## src/rtl/intdiv_sd2_pkg.sv

```systemverilog
// Shared SD2 digit encodings and serializer state for the divider front end.
// Pure declarations: no logic, no latency, no flow control.
package intdiv_sd2_pkg;
    localparam logic [1:0] NEG1_pn   = 2'b01;
    localparam logic [1:0] ZERO_pn_1 = 2'b00;
    localparam logic [1:0] ZERO_pn_2 = 2'b11;
    localparam logic [1:0] POS1_pn   = 2'b10;

    localparam logic ON  = 1'b1;
    localparam logic OFF = 1'b0;

    typedef enum logic {
        IDLE = 1'b0,
        SEND = 1'b1
    } sd2_state_t;
endpackage

```

## src/rtl/intdiv_sd2_enc.sv

```systemverilog
// Recodes a two's-complement word (optionally negated) into SD2 (p,n) bit-vectors.
// Combinational, zero latency, no flow control.
module intdiv_sd2_enc #(
    parameter int WIDTH = 5
) (
    input  logic [WIDTH-1:0] op,
    input  logic             negate,
    output logic [WIDTH-1:0] p,
    output logic [WIDTH-1:0] n
);
    // The sign bit carries weight -2^(W-1); negation just swaps p and n,
    // so -(-2^(W-1)) is representable without any carry.
    assign p[WIDTH-1]   = negate  & op[WIDTH-1];
    assign n[WIDTH-1]   = ~negate & op[WIDTH-1];
    assign p[WIDTH-2:0] = negate ? '0 : op[WIDTH-2:0];
    assign n[WIDTH-2:0] = negate ? op[WIDTH-2:0] : '0;
endmodule

```

## src/rtl/intdiv_sd2_serializer.sv

```systemverilog
// Loads a 2C operand, recodes it to SD2 and streams WIDTH digits MSB-first.
// First digit one cycle after accept; holds on dig_ready=0; back-to-back reload on the last digit.
module intdiv_sd2_serializer
    import intdiv_sd2_pkg::*;
#(
    parameter int WIDTH = 5,
    localparam int CW   = $clog2(WIDTH)
) (
    input  logic             clk,
    input  logic             rst_n,
    input  logic [WIDTH-1:0] op_in,
    input  logic             negate,
    input  logic             in_valid,
    output logic             in_ready,
    output logic [1:0]       dig_out,
    output logic             dig_valid,
    input  logic             dig_ready,
    output logic             dig_last,
    output logic [CW-1:0]    dig_pos
);
    localparam logic [CW-1:0] MSB_POS = CW'(WIDTH - 1);

    sd2_state_t       r_state;
    logic [WIDTH-1:0] r_p;
    logic [WIDTH-1:0] r_n;
    logic [CW-1:0]    r_cnt;

    logic [WIDTH-1:0] w_p;
    logic [WIDTH-1:0] w_n;
    logic             w_send;
    logic             w_last;
    logic             w_load;

    intdiv_sd2_enc #(.WIDTH(WIDTH)) u_enc (
        .op     (op_in),
        .negate (negate),
        .p      (w_p),
        .n      (w_n)
    );

    assign w_send = (r_state == SEND);
    assign w_last = w_send && (r_cnt == '0);
    // in_ready depends only on state and dig_ready, never on in_valid.
    assign in_ready = !w_send || (w_last && dig_ready);
    assign w_load   = in_valid && in_ready;

    always_ff @(posedge clk or negedge rst_n) begin
        if (!rst_n) begin
            r_state <= IDLE;
            r_p     <= '0;
            r_n     <= '0;
            r_cnt   <= '0;
        end else if (w_load) begin
            r_state <= SEND;
            r_p     <= w_p;
            r_n     <= w_n;
            r_cnt   <= MSB_POS;
        end else if (w_send && dig_ready) begin
            if (r_cnt != '0) begin
                r_cnt <= r_cnt - 1'b1;
            end else begin
                r_state <= IDLE;
            end
        end
    end

    assign dig_valid = w_send;
    assign dig_last  = w_last;
    assign dig_pos   = w_send ? r_cnt : '0;
    assign dig_out   = w_send ? {r_p[r_cnt], r_n[r_cnt]} : ZERO_pn_1;
endmodule
```

## config.mk

```make
export PLATFORM = sky130hd
export DESIGN_NAME = intdiv_sd2_serializer
export DESIGN_NICKNAME = d
export VERILOG_FILES = /design/src/rtl/intdiv_sd2_pkg.sv /design/src/rtl/intdiv_sd2_enc.sv /design/src/rtl/intdiv_sd2_serializer.sv
export SDC_FILE = /design/constraint.sdc
export NUM_CORES = 1
export LEC_CHECK = 0
export CAP_MARGIN = 5
export CORE_MARGIN = 4
export CORE_UTILIZATION = 44
export CTS_BUF_LIST = sky130_fd_sc_hd__clkbuf_4 sky130_fd_sc_hd__clkbuf_8 sky130_fd_sc_hd__clkbuf_16
export DETAILED_ROUTE_END_ITERATION = 8
export PLACE_DENSITY = 0.77
export REMOVE_ABC_BUFFERS = 1
export SLEW_MARGIN = 20
export SYNTH_ARGS = -nofsm -noshare
export SYNTH_HDL_FRONTEND = slang
export SYNTH_SLANG_ARGS = --single-unit
```

## constraint.sdc

```tcl
create_clock -name clk -period 1.7 [get_ports clk]
set_input_delay 0.17 -clock clk [delete_from_list [all_inputs] [get_ports clk]]
set_output_delay 0.17 -clock clk [all_outputs]
set_load 0.005 [all_outputs]
```

==> metrics.cfg <==
[floorplanning]
dieHeight_um = 51.7
std_cell_rows = 15
coreArea_um2 = 1760
pin_count = 18
die_w_um = 51.7
initial_core_util = 0.475
dieArea_um2 = 2670

[synthesis]
synth_seq_cells = 14
yosysUniqueCellTypes = 25
synth_flop_cell = dfrtp_1
async_reset_ff_frac = 1.00
synth_edf_count = 0
syn_inst = 79
yosysSeqAreaShare = 0.418
yosys_warnings = 0
syn_area_um2 = 838
synth_area_per_cell_um2 = 10.6

[grt]
grt.total_usage = 0.152
grt.overflow.total = 0
antenna_found_initial = 0
grt_pass1_wl_um = 3000
grt_max_degree = 15
grt_pass1_vias = 675

[critical_path]
end_kind = output pin
slowest_delay_ps = 490
crit_chain = buf_6 > mux4_2 > nand3b_1 > nand2_1 > clkbuf_2
crit_fanout = 3
worstPathRequired_ps = 1530
startpoint_type = flop
cp.arrival_ps = 1530
critPathBufInv = 2
crit_slowest_cell = mux4_2
crit_type = reg -> out
path_delay_family = multiplexers

[route]
wl_per_cell_um = 13.4
num_vias = 680
ant_nets = 0
dr.pass1.iters = 4
totalWireLength_um = 1850
drt-initial-drc-count = 13
drc = 0
routed_via_density = 4.93

[cts]
cts.sinks = 14
holdBufCountCts = 0
clk_path_buf_depth = 2
cts.clk_slew.worst_paths_ps = 80
clk_latency_ps = 280
h-tree-depth = 1
cts_tree = built
numCtsBuffers = 3
cts_root_buf = clkbuf_4

[place]
dp.cells = 127
portBuffers = 17
place_ws_ps = -24.1
hpwl_um = 1340
gp_congestion = 0.840

[pwr]
switchingPower_uw = 615
clockPowerShare = 0.100
peakVddDrop_mv = 0.773
swShare = 0.331
cellPowerDensity_nw_per_um2 = 1560
power_mw = 1.86
combPwrFrac = 0.576
leakage_nw = 0.551
pwr-share-seq = 0.324
internal_power_mw = 1.25

[sta]
final-hold-violation-count = 0
relSlewSlack = 0.778
setup_ws_ps = 2.42
finalCriticalPeriod_ps = 1700
drv_slew = 0
worst_slew_pin_slew_ps = 332
setup_viol = 0
skew_ps = 6.80
rsz0062_at_grt = true
period_share = 0.999
max_clock_freq_mhz = 589
finalSetupTns_ps = 0

[outcome]
status = completed

[layout]
fin_nets = 127
area_delta_synth_final_pct = 42.1
utilization = 0.675
layout.cells.non_filler = 138
antennaDiodeCount = 0
drive_gt1_frac = 0.327

[worst_hold_path]
hp-class = in -> async

[run]
maxCapViolCount = 0

state kept, by name (all words and copies together), names as in the netlist:
signal	cells
dig_valid	1
r_p	5
r_n	5
r_cnt	3
cell type report:
class                      count  area [um^2]
multi-input combinational     54          449
tap                           25         31.3
clock buffer                   3         22.5
fill                         144          573
sequential                    14          353
inverter                       7         28.8
timing repair buffer          35          307
worst register-to-register path, stage by stage, from the launching register on:
cell	delay, ps
dfrtp_2	430
buf_4	150
inv_4	60
ha_4	130
nand3b_1	110
a21boi_2	190
buf_12	150
mux2_4	290
layer usage:
metal / routed length, um / track usage / up-vias
met1: 783 / 0.168 / 328
met4: 10 / 0.0655 / 0
met2: 955 / 0.273 / 17
met3: 96 / 0.0401 / 2
met5: 0 / 0 / -
li1: - / - / 333
cells in the final DEF (no fill, tap or decap), types with 3 or more instances in the layout:
| cell | Yosys | layout |
|---|---|---|
| and2_1 | 4 | 4 |
| buf_4 | 0 | 16 |
| clkbuf_2 | 0 | 3 |
| clkbuf_4 | 0 | 3 |
| clkdlybuf4s50_1 | 0 | 12 |
| dfrtp_1 | 14 | 12 |
| inv_1 | 7 | 6 |
| mux2_4 | 5 | 5 |
| mux2i_1 | 5 | 5 |
| nand2_1 | 8 | 8 |
| nand2b_1 | 3 | 3 |
| nand3_1 | 3 | 3 |
| nand3b_1 | 3 | 3 |
| nor2b_1 | 6 | 6 |
cells by family after synthesis:
logic type               after synthesis  share of synthesized area
AND/OR/NAND/NOR                       31                      0.209
flip-flops                            14                      0.418
adder cells (fa/ha/maj)                2                     0.0298
multiplexers                          12                      0.203
AO/OA/AOI/OAI                          9                     0.0791
buffers and inverters                 11                     0.0612
synth_stat cells (2+ instances only):
| cell | count | area [um^2] |
|---|---|---|
| mux2i_1 | 5 | 50.1 |
| or2b_1 | 2 | 15.0 |
| nand3_1 | 3 | 15.0 |
| inv_1 | 7 | 26.3 |
| nand3b_1 | 3 | 22.5 |
| buf_2 | 2 | 10.0 |
| nor2b_1 | 6 | 37.5 |
| mux4_2 | 2 | 45.0 |
| o21ai_0 | 2 | 10.0 |
| nand2_1 | 8 | 30.0 |
| dfrtp_1 | 14 | 350 |
| nand2b_1 | 3 | 18.8 |
| a22o_1 | 2 | 17.5 |
| ha_1 | 2 | 25.0 |
| mux2_4 | 5 | 75.1 |
| and2_1 | 4 | 25.0 |
path summary, 6_finish.rpt:
kind	start	end	slack (ps)	depth (start not counted)
worst max-delay path	r_cnt[0]	dig_out[0]	2	5
worst min register to register	r_p[1]	r_p[1]	520	1
min in group clk	op_in[3]	r_n[3]	470	3
worst max register to register	r_cnt[0]	r_p[0]	60	7
max in group asynchronous	rst_n	r_cnt[0]	1310	2
worst min-delay path	rst_n	r_n[4]	200	2
power by group through the flow:
stage	Sequential [mW]	Combinational, mW	Clock, mW
6_report	0.602	1.07	0.187
3_5_place_dp	0.612	0.960	0
3_3_place_gp	0.607	0.931	0
2_1_floorplan	0.592	0.533	0
4_1_cts	0.595	1.02	0.194
5_1_grt	0.620	1.18	0.209
stage by stage:
| step | hold WS, ps | cell area (um^2) |
|---|---|---|
| 6_report | 197 | 1190 |
| 5_1_grt | 207 | 1190 |
| 4_1_cts | 200 | 1160 |
| 3_5_place_dp | 502 | 1100 |
| 3_3_place_gp | 499 | 1100 |
| 2_1_floorplan | -126 | 813 |
repair_timing:
item,4_1_cts,5_1_grt
buffers inserted,4,4
endpoints found under the hold margin,0,0
gates resized for setup,11,9
endpoints found under the setup margin,5,10
pin swaps,2,5
gates cloned,0,0
No activity file was read; power rests on OpenSTA's default activity.
